**src/rtl/qbus_arbiter.sv**
```systemverilog
// Bus-ownership arbiter (CPU vs DMA via DMR/DMGO/SACK) for the 1801VM1 bus.
// Define QBUS_TIMEOUT_EN to compile in the CPU reply watchdog and berror.
module qbus_arbiter #(
    parameter int unsigned BUS_TIMEOUT   = 63,
    parameter int unsigned GRANT_TIMEOUT = 15
) (
    input  logic       clk,
    input  logic       reset_n,
    input  logic       ce,
    input  logic       cpu_req,
    input  logic       rply,
    input  logic       dmr,
    input  logic       sack,
    output logic       dmgo,
    output logic       cpu_hold,
    output logic       dma_active,
    output logic       berror,
    output logic [1:0] owner
);

    typedef enum logic [1:0] {
        S_IDLE  = 2'd0,
        S_CPU   = 2'd1,
        S_GRANT = 2'd2,
        S_DMA   = 2'd3
    } state_t;

    state_t     state_q, state_d;
    logic [3:0] gcnt_q, gcnt_d;
    logic       turn_q, turn_d;
    logic       cpu_ok;

`ifdef QBUS_TIMEOUT_EN
    logic [5:0] bcnt_q, bcnt_d;
    logic       berr_q, berr_d;
    logic       wait_q, wait_d;

    // After a timeout the stuck request must drop before a new CPU cycle
    assign cpu_ok = cpu_req && !wait_q;
`else
    logic unused_rply;

    assign unused_rply = rply;
    assign cpu_ok      = cpu_req;
`endif

    always_comb begin
        state_d = state_q;
        gcnt_d  = gcnt_q;
        turn_d  = turn_q;
`ifdef QBUS_TIMEOUT_EN
        bcnt_d  = bcnt_q;
        berr_d  = berr_q;
        wait_d  = wait_q;
`endif
        if (ce) begin
`ifdef QBUS_TIMEOUT_EN
            berr_d = 1'b0;
            if (!cpu_req) wait_d = 1'b0;
`endif
            unique case (state_q)
                S_IDLE: begin
                    // A CPU that has stopped asking forfeits its turn
                    if (!cpu_req) turn_d = 1'b0;
                    if (cpu_ok) state_d = S_CPU;
                    else if (dmr && !turn_q) state_d = S_GRANT;
                end
                S_CPU: begin
                    if (!cpu_req) begin
                        turn_d  = 1'b0;
                        state_d = (dmr && !turn_q) ? S_GRANT : S_IDLE;
                    end
`ifdef QBUS_TIMEOUT_EN
                    else if (rply) begin
                        bcnt_d = '0;
                    end else if (bcnt_q == 6'(BUS_TIMEOUT - 1)) begin
                        state_d = S_IDLE;
                        berr_d  = 1'b1;
                        wait_d  = 1'b1;
                        turn_d  = 1'b0;
                    end else begin
                        bcnt_d = bcnt_q + 6'd1;
                    end
`endif
                end
                S_GRANT: begin
                    if (sack) state_d = S_DMA;
                    else if (!dmr) state_d = S_IDLE;
                    else if (gcnt_q == 4'(GRANT_TIMEOUT - 1)) state_d = S_IDLE;
                    else gcnt_d = gcnt_q + 4'd1;
                end
                S_DMA: begin
                    if (!sack) begin
                        state_d = S_IDLE;
                        if (cpu_req) turn_d = 1'b1;
                    end
                end
            endcase
            if (state_d != state_q) begin
                gcnt_d = '0;
`ifdef QBUS_TIMEOUT_EN
                bcnt_d = '0;
`endif
            end
        end
    end

    always_ff @(posedge clk or negedge reset_n) begin
        if (!reset_n) begin
            state_q <= S_IDLE;
            gcnt_q  <= '0;
            turn_q  <= 1'b0;
        end else begin
            state_q <= state_d;
            gcnt_q  <= gcnt_d;
            turn_q  <= turn_d;
        end
    end

`ifdef QBUS_TIMEOUT_EN
    always_ff @(posedge clk or negedge reset_n) begin
        if (!reset_n) begin
            bcnt_q <= '0;
            berr_q <= 1'b0;
            wait_q <= 1'b0;
        end else begin
            bcnt_q <= bcnt_d;
            berr_q <= berr_d;
            wait_q <= wait_d;
        end
    end

    assign berror = berr_q;
`else
    assign berror = 1'b0;
`endif

    assign owner      = state_q;
    assign dmgo       = (state_q == S_GRANT);
    assign cpu_hold   = (state_q == S_GRANT) || (state_q == S_DMA);
    assign dma_active = (state_q == S_DMA);

endmodule

```
**config.mk**
```make
export PLATFORM = sky130hd
export DESIGN_NAME = qbus_arbiter
export DESIGN_NICKNAME = d
export VERILOG_FILES = /design/src/rtl/qbus_arbiter.sv
export SDC_FILE = /design/constraint.sdc
export NUM_CORES = 1
export LEC_CHECK = 0
export CORE_AREA = 2 2 39 41
export DETAILED_ROUTE_END_ITERATION = 7
export DIE_AREA = 0 0 41 43
export PLACE_DENSITY = 0.66
export RECOVER_POWER = 25
export REMOVE_ABC_BUFFERS = 1
export SLEW_MARGIN = 20
export SYNTH_ARGS = -nofsm -noshare
export SYNTH_HDL_FRONTEND = slang
export SYNTH_SLANG_ARGS = --single-unit
```
**constraint.sdc**
```tcl
create_clock -name clk -period 2.7 [get_ports clk]
set_clock_uncertainty 0.2 [all_clocks]
set_input_delay 0.54 -clock clk [delete_from_list [all_inputs] [get_ports clk]]
set_output_delay 0.54 -clock clk [all_outputs]
set_load 0.01 [all_outputs]
```
# After elaboration in Yosys (flattened, before gate mapping)
# Index checks and enable logic that the tools add are counted.
[word_totals]
out_inout_bits = 6
ff_bits = 7
word_cells = 43
input_bits = 7
[classes]
n_eq_ne = 10
n_mux = 19
addsub = 1
n_reduce_logical = 10
[op_table]
columns = ["operator", "count"]
rows = [
  ["4-bit two-way mux", 5],
  ["2-bit two-way mux", 9],
  ["5-bit AND reduction", 2],
  ["2-bit one-hot mux with 4 select lines", 1],
  ["2-bit inequality test, second input constant", 3],
  ["2-bit nonzero test", 3],
  ["4-bit by 1-bit adder with 4-bit output, second input constant", 1],
  ["2-bit == test, second input constant", 2],
  ["4-bit == test, second input constant", 1],
  ["2-bit by 1-bit inequality test with 1-bit output, second input constant", 2],
  ["1-bit two-way mux", 3],
  ["2-bit by 1-bit == test with 1-bit output, second input constant", 1],
  ["2-bit zero test", 1],
  ["2-bit inequality test", 1],
  ["1-bit one-hot mux with 2 select lines", 1],
  ["2-bit OR reduction", 1],
  ["1-bit logical AND", 1],
  ["1-bit zero test", 1],
  ["1-bit logical OR", 1],
]

# Logic depth before layout (Yosys ltp)
# Gate-level depths: netlist of the first run.
[logic_depth]
depth_word = 9
depth_mapped = 6
ltp_nobuf = 6

# Worst setup path after synthesis of the first run
# No wires, ideal clock.
[synth_timing]
kind = "register to register"
from = "register state_q[1] (netlist: owner[1])"
to = "register gcnt_q[1]"
setup_time_ns = 0.131
period_less_slack_ns = 1.719
arrival_time_ns = 1.388
path_slack_ns = 0.981
required_time_ns = 2.369
n_path_buf = 1
stages_incl_launch_ff = 6
cell_sequence = "dfrtp_1 clkbuf_4 and3b_4 a211o_1 a31oi_4 o22ai_1"
[synth_via]
elab_chain_len = 8
elab_cells_between_ends = 20
classes_between = "eq/ne (6); mux (10); reduce/logical (4)"
[synth_rtl]
columns = ["element", "line", "source"]
rows = [
  ["start, declared", "28", "state_t state_q, state_d;"],
  ["start signal, assigned", "114", "state_q <= state_d;"],
  ["2-bit two-way mux", "89", "else if (gcnt_q == 4'(GRANT_TIMEOUT - 1)) state_d = S_IDLE;"],
  ["2-bit two-way mux", "88", "else if (!dmr) state_d = S_IDLE;"],
  ["2-bit two-way mux", "87", "if (sack) state_d = S_DMA;"],
  ["2-bit one-hot mux with 4 select lines", "61", "unique case (state_q)"],
  ["2-bit two-way mux", "56", "if (ce) begin"],
  ["2-bit inequality test", "99", "if (state_d != state_q) begin"],
  ["2-bit by 1-bit inequality test with 1-bit output (no line) / 2-bit nonzero test (equally long branches)", "-", ""],
  ["5-bit AND reduction (no line)", "-", ""],
  ["end signal, assigned", "115", "gcnt_q <= gcnt_d;"],
  ["end, declared", "29", "logic [3:0] gcnt_q, gcnt_d;"],
]
# Several ways; a longest one is shown, not always the timed one. The select of a mux whose other input is x is not followed.
# A chain may end at the register's enable or synchronous reset.

# Worst setup path after layout of the first run
[layout_timing]
from = "register state_q[1] (netlist: owner[1])"
to = "output port dmgo"
[layout_via]
elab_chain_len = 1
[layout_rtl]
columns = ["element", "line", "source"]
rows = [
  ["2-bit == test", "139", "assign dmgo = (state_q == S_GRANT);"],
  ["end, declared", "14", "output logic dmgo,"],
]
# Every way passes these cells.

==> summary.md, run 1 <==
| Metric | Value |
|---|---|
| Clock Path Buffers | `2` |
| VDD IR max | `369 uV` |
| Largest stage delay on the critical path | `0.54 ns` |
| CP Launch Type | `flop` |
| Ports | `13` |
| Initial antenna violation count | `0` |
| Dpl hpwl | `656 um` |
| Filler cells | `143` |
| Die width | `41 um` |
| Hold depth | `2` |
| CTS tree | `yes` |
| Critical path arrival | `1.55 ns` |
| Flops & latches, synth | `7` |
| Mapped Area | `477 um2` |
| Die ar. | `1760 um2` |
| Total track usage | `13.1%` |
| Initial Utilization | `34.4%` |
| Congestion Overflow GR | `0` |
| R2R Setup Slk | `0.95 ns` |
| # H-tree levels | `1` |
| Synth area leader | `dfrtp_1` |
| Post-synthesis sequential area ratio | `36.7%` |
| Chip Height | `43 um` |
| Max-cap violations | `0` |
| Critical Path, Cell by Cell | `inv_1, nor2_1, clkdlybuf4s50_1` |
| Number of global-route vias before repair | `365` |
| Clk sinks | `7` |
| Status | `complete, no violations` |
| Synth top area share | `36.7%` |
| Crit path time final | `2.29 ns` |
| Vias per cell | `5.01` |
| Number of gates resized after cts | `0` |
| Tot Pwr | `0.448 mW` |
| Routed WL per cell | `11.3 um` |
| Hold Startpoint | `turn_q` |
| Setup TNS Final | `0 ns` |
| Syn_area_per_cell | `9.35 um2` |
| Clock root cell | `clkbuf_4` |
| DRT Pass-1 Iters | `4` |
| CP max FO | `11` |
| Max frequency | `437 MHz` |
| Syn-to-layout area delta | `26.8%` |
| Core area | `1380 um2` |
| Pin count of the biggest net entering global routing | `12` |
| Hold endpoint | `turn_q` |
| Syn Inst Count | `51` |
| RSZ-0062 raised after global routing | `no` |
| Nets | `72` |
| RD Place Congestion | `0.706` |
| Vias | `391` |
| CTS buffer count | `3` |
| Reg2reg end | `gcnt_q[1]` |
| Cell Pwr Density | `742 nW/um2` |
| CP Class | `reg2out` |
| Number of diodes | `0` |
| Synth cell types | `29` |
| Tcrit/Tclk final | `84.7%` |
| CP startpoint | `owner[1]` |
| Reg-to-Reg Start | `gcnt_q[0]` |
| Worst path slowest cell | `clkdlybuf4s50_1` |
| Fin. max-slew vios | `0` |
| Yosys warns | `0` |
| Port Buf Inserts | `10` |
| Drt drc | `0` |
| Fin. Hold Viols | `0` |
| # setup viols final | `0` |
| FF-to-FF path depth | `6` |
| Worst skew pair latency | `0.26 ns` |
| Layout cells sized above 1 | `14.5%` |
| # Post-CTS Setup Buffers | `0` |
| Row cnt | `14` |
| Drt first-iter violations | `12` |
| LEAKAGE | `0.248 nW` |
| Global-route wire length before repair | `1500 um` |
| Crit. End Element | `output port` |
| CTS hold repair buffers | `0` |
| WP data required | `1.96 ns` |
| Detail Route Antenna Nets | `0` |
| DRT Wirelength | `878 um` |
| Synth top area cells | `dfrtp_1 (37%), a21oi_1 (5.2%), ha_1 (5.2%), a31oi_4 (4.5%), nand3_4 (3.7%)` |
| Worst-path clk slew | `0.05 ns` |
| HP Class | `reg2reg` |
[state kept, by name (all words and copies together), names as in the netlist]
register,cells
turn_q,1
gcnt_q,4
owner,2
[power by group]
| part | internal [mW] | total [mW] | switching, mW |
|---|---|---|---|
| clock | 0.0568 | 0.102 | 0.0453 |
| combinational | 0.103 | 0.184 | 0.0804 |
| sequential | 0.126 | 0.162 | 0.0362 |
[placed cells by master (no fill, tap or decap), types with 2 or more instances in the layout]
master           instances
nor2_1                   4
o21ai_0                  3
nand2_1                  3
dfrtp_1                  7
clkdlybuf4s50_1          9
ha_1                     2
inv_1                    4
xor2_1                   2
a21oi_1                  5
clkbuf_4                 3
[metrics by stage]
stage / hold slack, ns / util (%) / setup WS (ns) / instances / area, um2
finish: 0.341 / 43.7 / 0.413 / 78 / 604
floorplan: 0.0444 / - / 0.987 / 48 / 458
global placement: 0.328 / 41.8 / 0.504 / 74 / 578
detailed placement: 0.334 / 41.8 / 0.444 / 74 / 578
CTS: 0.352 / 43.7 / 0.399 / 78 / 604
global route: 0.369 / 43.7 / 0.278 / 78 / 604
[worst max path at each step]
stage	slack, ns	endpoint	depth (start not counted)
5_1_grt	0.28	dmgo	3
3_5_place_dp	0.44	gcnt_q[3]	5
2_1_floorplan	0.99	gcnt_q[1]	4
6_report	0.41	dmgo	3
3_3_place_gp	0.50	gcnt_q[3]	5
4_1_cts	0.40	dmgo	3
[cells in the mapped netlist (all sizes together)]
| library cell | instances |
|---|---|
| o31ai | 1 |
| o21ai | 3 |
| dfrtp | 7 |
| and2 | 2 |
| and3b | 1 |
| mux2i | 1 |
| nand2 | 3 |
| a21oi | 5 |
| nor2 | 4 |
| nor2b | 1 |
| nand3 | 3 |
| clkbuf | 2 |
| xor2 | 2 |
| a31oi | 2 |
| and2b | 1 |
| buf | 1 |
| conb | 1 |
| or3 | 1 |
| o22ai | 1 |
| inv | 4 |
| nand4 | 1 |
| a211o | 1 |
| xnor2 | 1 |
| ha | 2 |
[layout make-up]
cell class                      instances  area [um2]  area share (%)
Sequential cell                         7         175            29.0
Tap cell                               16        20.0            3.31
Inverter                                4        15.0            2.48
Clock buffer                            4        26.3            4.35
Multi-Input combinational cell         37         268            44.3
Timing Repair Buffer                   10         100            16.6
[cells by family after synthesis]
logic type	synth area share [%]
and+or+nand+nor	23.6
adders and majority gates	5.25
buffers and inverters	7.09
xor gates and xnor gates	5.51
other	0.787
DFF	36.7
muxes	2.10
AOI/OAI and AO/OA	18.9
[critical path, delay by kind of cell, from the launching register on]
kind,cells,cell delay [ns]
buf+inv,2,0.64
flops,1,0.53
simple gates,1,0.12
[routing by layer]
layer | wire length (um) | vias to the layer above | track usage [%]
met4 | 44 | 0 | 14.0
met2 | 358 | 17 | 18.4
met5 | 0 | - | 0
li1 | - | 196 | -
met3 | 73 | 5 | 1.57
met1 | 401 | 173 | 15.5
Note: power is estimated with default switching activity, not from simulation.
==> run 2: changes to the inputs <==
--- a/config.mk
+++ b/config.mk
@@ -8,7 +8,7 @@
 export CORE_AREA = 2 2 39 41
 export DETAILED_ROUTE_END_ITERATION = 7
 export DIE_AREA = 0 0 41 43
-export PLACE_DENSITY = 0.66
+export PLACE_DENSITY = 0.69
 export RECOVER_POWER = 25
 export REMOVE_ABC_BUFFERS = 1
 export SLEW_MARGIN = 20
==> constraint.sdc (replaced) <==
create_clock -name clk -period 1.9 [get_ports clk]
set_clock_uncertainty 0.2 [all_clocks]
set_input_delay 0.38 -clock clk [delete_from_list [all_inputs] [get_ports clk]]
set_output_delay 0.38 -clock clk [all_outputs]
set_load 0.01 [all_outputs]
==> summary.md, run 2 (synthesis gave the netlist of run 1 again) <==
| Metric | Value |
|---|---|
| HP Class | `in2async (was reg2reg)` |
| # setup viols final | `0 (unchanged)` |
| Crit path time final | `1.86 ns` |
| Pint | `0.446 mW (was 0.286 mW)` |
| VDD IR max | `521 uV (was 369 uV)` |
| Largest stage delay on the critical path | `0.42 ns (was 0.54 ns)` |
| CTS buffer count | `3 (unchanged)` |
| Ports | `13 (unchanged)` |
| Total track usage | `14.7% (was 13.1%)` |
| FF-to-FF path depth | `6 (unchanged)` |
| DRT Pass-1 Iters | `4 (unchanged)` |
| Layout cells sized above 1 | `25.7% (was 14.5%)` |
| Vias | `436 (was 391)` |
| Reg-to-Reg Start | `gcnt_q[0] (unchanged)` |
| LEAKAGE | `0.315 nW (was 0.248 nW)` |
| CP max FO | `4 (was 11)` |
| Chip Height | `43 um (unchanged)` |
| Detail Route Antenna Nets | `0 (unchanged)` |
| Met2 Track Usage GR | `24.4% (was 18.4%)` |
| Vias per cell | `5.07 (was 5.01)` |
| Die width | `41 um (unchanged)` |
| Syn-to-layout area delta | `40.2% (was 26.8%)` |
| Clock share of power | `19.6% (was 22.8%)` |
| RD Place Congestion | `0.696 (was 0.706)` |
| Max frequency | `539 MHz` |
| Drt first-iter violations | `15 (was 12)` |
| Commonest non-fill, non-tap cell in the layout | `buf_4 (was clkdlybuf4s50_1)` |
| Switch Pwr | `0.249 mW (was 0.162 mW)` |
| Critical Path, Cell by Cell | `buf_4, and2_2, dlygate4sd2_1 (was inv_1, nor2_1, clkdlybuf4s50_1)` |
| Fin. Hold Viols | `0 (unchanged)` |
| Crit. End Element | `output port (unchanged)` |
| Net Sw Frac | `35.8% (was 36.1%)` |
| Congestion Overflow GR | `0 (unchanged)` |
| Routed WL per cell | `13.0 um (was 11.3 um)` |
| Critical path arrival | `1.28 ns (was 1.55 ns)` |
| Fin. max-slew vios | `0 (unchanged)` |
| Reg2reg end | `gcnt_q[1] (unchanged)` |
| Most frequent cells in the layout | `buf_4 (8), dfrtp_1 (6), a21oi_1 (5), clkdlybuf4s50_1 (5) (was clkdlybuf4s50_1 (9), dfrtp_1 (7), a21oi_1 (5))` |
| Cell Pwr Density | `1040 nW/um2 (was 742 nW/um2)` |
| Filler cells | `132 (was 143)` |
| Clk sinks | `7 (unchanged)` |
| Row cnt | `14 (unchanged)` |
| Met3 usage | `6.28% (was 1.57%)` |
| GR met1 Demand/Resource | `14.4% (was 15.5%)` |
| CTS tree | `yes (unchanged)` |
| RSZ-0062 raised after global routing | `no (unchanged)` |
| Core area | `1380 um2 (unchanged)` |
| Die ar. | `1760 um2 (unchanged)` |
| # H-tree levels | `1 (unchanged)` |
| Worst-path clk slew | `0.05 ns (about the same)` |
| Port Buf Inserts | `10 (unchanged)` |
| Drt drc | `0 (unchanged)` |
| Largest reg by FF count | `gcnt_q (unchanged)` |
| Number of global-route vias before repair | `391 (was 365)` |
| Max FFs per register | `4 (unchanged)` |
| Pin count of the biggest net entering global routing | `9 (was 12)` |
| Hold_ws | `0.255 ns (was 0.341 ns)` |
| Comb pwr share | `48.9% (was 41.0%)` |
| Dpl hpwl | `844 um (was 656 um)` |
| Number of diodes | `0 (unchanged)` |
| Reg power frac | `31.5% (was 36.3%)` |
| Clock Path Buffers | `2 (unchanged)` |
| Clock root cell | `clkbuf_4 (unchanged)` |
| Tcrit/Tclk final | `97.7%` |
| Status | `complete, no violations (unchanged)` |
| Initial antenna violation count | `0 (unchanged)` |
| Nets | `80 (was 72)` |
| Setup TNS Final | `0 ns (unchanged)` |
| CP Launch Type | `flop (unchanged)` |
| Initial Utilization | `34.4% (unchanged)` |
| Worst path slowest cell | `dfrtp_1 (was clkdlybuf4s50_1)` |
| Global-route wire length before repair | `1640 um (was 1500 um)` |
| CP Class | `reg2out (unchanged)` |
| WP data required | `1.32 ns (was 1.96 ns)` |
| DRT Wirelength | `1120 um (was 878 um)` |
| Max-cap violations | `0 (unchanged)` |
| Busiest grt layer | `met2 (unchanged)` |
| Worst skew pair latency | `0.26 ns (about the same)` |
| R2R Setup Slk | `0.11 ns (was 0.95 ns)` |
[run 2: cell types whose count changed in the layout (fill, tap and decap cells not counted)]
cell,change
buf_4,+8
dfrtp_2,+1
clkdlybuf4s50_1,-4
dlymetal6s2s_1,+2
dlygate4sd2_1,+2
dfrtp_1,-1
[run 2: per-layer routing]
layer	up-vias	wire, um
met3	4	72
li1	212	-
met1	199	418
met5	-	0
met2	21	602
met4	0	23
[run 2: per-stage QoR]
step / util, % / instances / setup WS [ns] / total power, mW / instance area (um2)
floorplan: - / 48 / 0.187 / 0.377 / 458
global placement: 45.0 / 80 / -0.0970 / 0.532 / 623
detailed placement: 45.0 / 80 / -0.116 / 0.541 / 623
CTS: 47.4 / 85 / 0.0145 / 0.686 / 656
global route: 48.3 / 86 / 0.00442 / 0.741 / 668
finish: 48.3 / 86 / 0.0440 / 0.695 / 668
[run 2: power by group through the flow]
stage          logic (mW)  clock network, mW  registers (mW)
4_1_cts             0.331              0.141           0.214
3_3_place_gp        0.312                  0           0.220
3_5_place_dp        0.320                  0           0.221
2_1_floorplan       0.140                  0           0.236
5_1_grt             0.371              0.148           0.222
6_report            0.340              0.136           0.219
[run 2: final cells by class]
class                           instances  area (um2)  area share, %
Multi-Input combinational cell         37         268           40.1
Tap cell                               16        20.0           3.00
Sequential cell                         7         176           26.4
Timing Repair Buffer                   18         163           24.3
Inverter                                4        15.0           2.25
Clock buffer                            4        26.3           3.93
[run 2: worst max path at each step]
stage	start	endpoint	slack, ns	cells after the start
floorplan	owner[1]	gcnt_q[1]	0.19	4
global placement	dmr	gcnt_q[1]	-0.1	5
detailed placement	dmr	gcnt_q[1]	-0.12	5
CTS	owner[1]	cpu_hold	0.01	2
global route	owner[1]	dma_active	0.004	3
finish	owner[1]	dma_active	0.04	3
[run 2: repair_timing]
item	in CTS	in global routing
hold endpoints to repair	0	0
hold buffers	0	0
pin swaps	0	0
endpoints found under the setup margin	2	2
setup buffers	1	1
resized for setup	3	2
[run 2: worst max-delay path, delay by kind of cell, from the launching register on]
| kind | cells | cell delay [ns] |
|---|---|---|
| buffers and inverters | 2 | 0.43 |
| flip-flops | 1 | 0.42 |
| AND/OR/NAND/NOR | 1 | 0.17 |
==> run 3: changes to the inputs <==
--- a/config.mk
+++ b/config.mk
@@ -5,7 +5,9 @@
 export SDC_FILE = /design/constraint.sdc
 export NUM_CORES = 1
 export LEC_CHECK = 0
+export ABC_CLOCK_PERIOD_IN_PS = 1900
 export CORE_AREA = 2 2 39 41
+export CTS_CLUSTER_DIAMETER = 80
 export DETAILED_ROUTE_END_ITERATION = 7
 export DIE_AREA = 0 0 41 43
 export PLACE_DENSITY = 0.69
==> results of run 3 <==
Same layout as run 2: the final DEF is identical, and so are final timing and power.
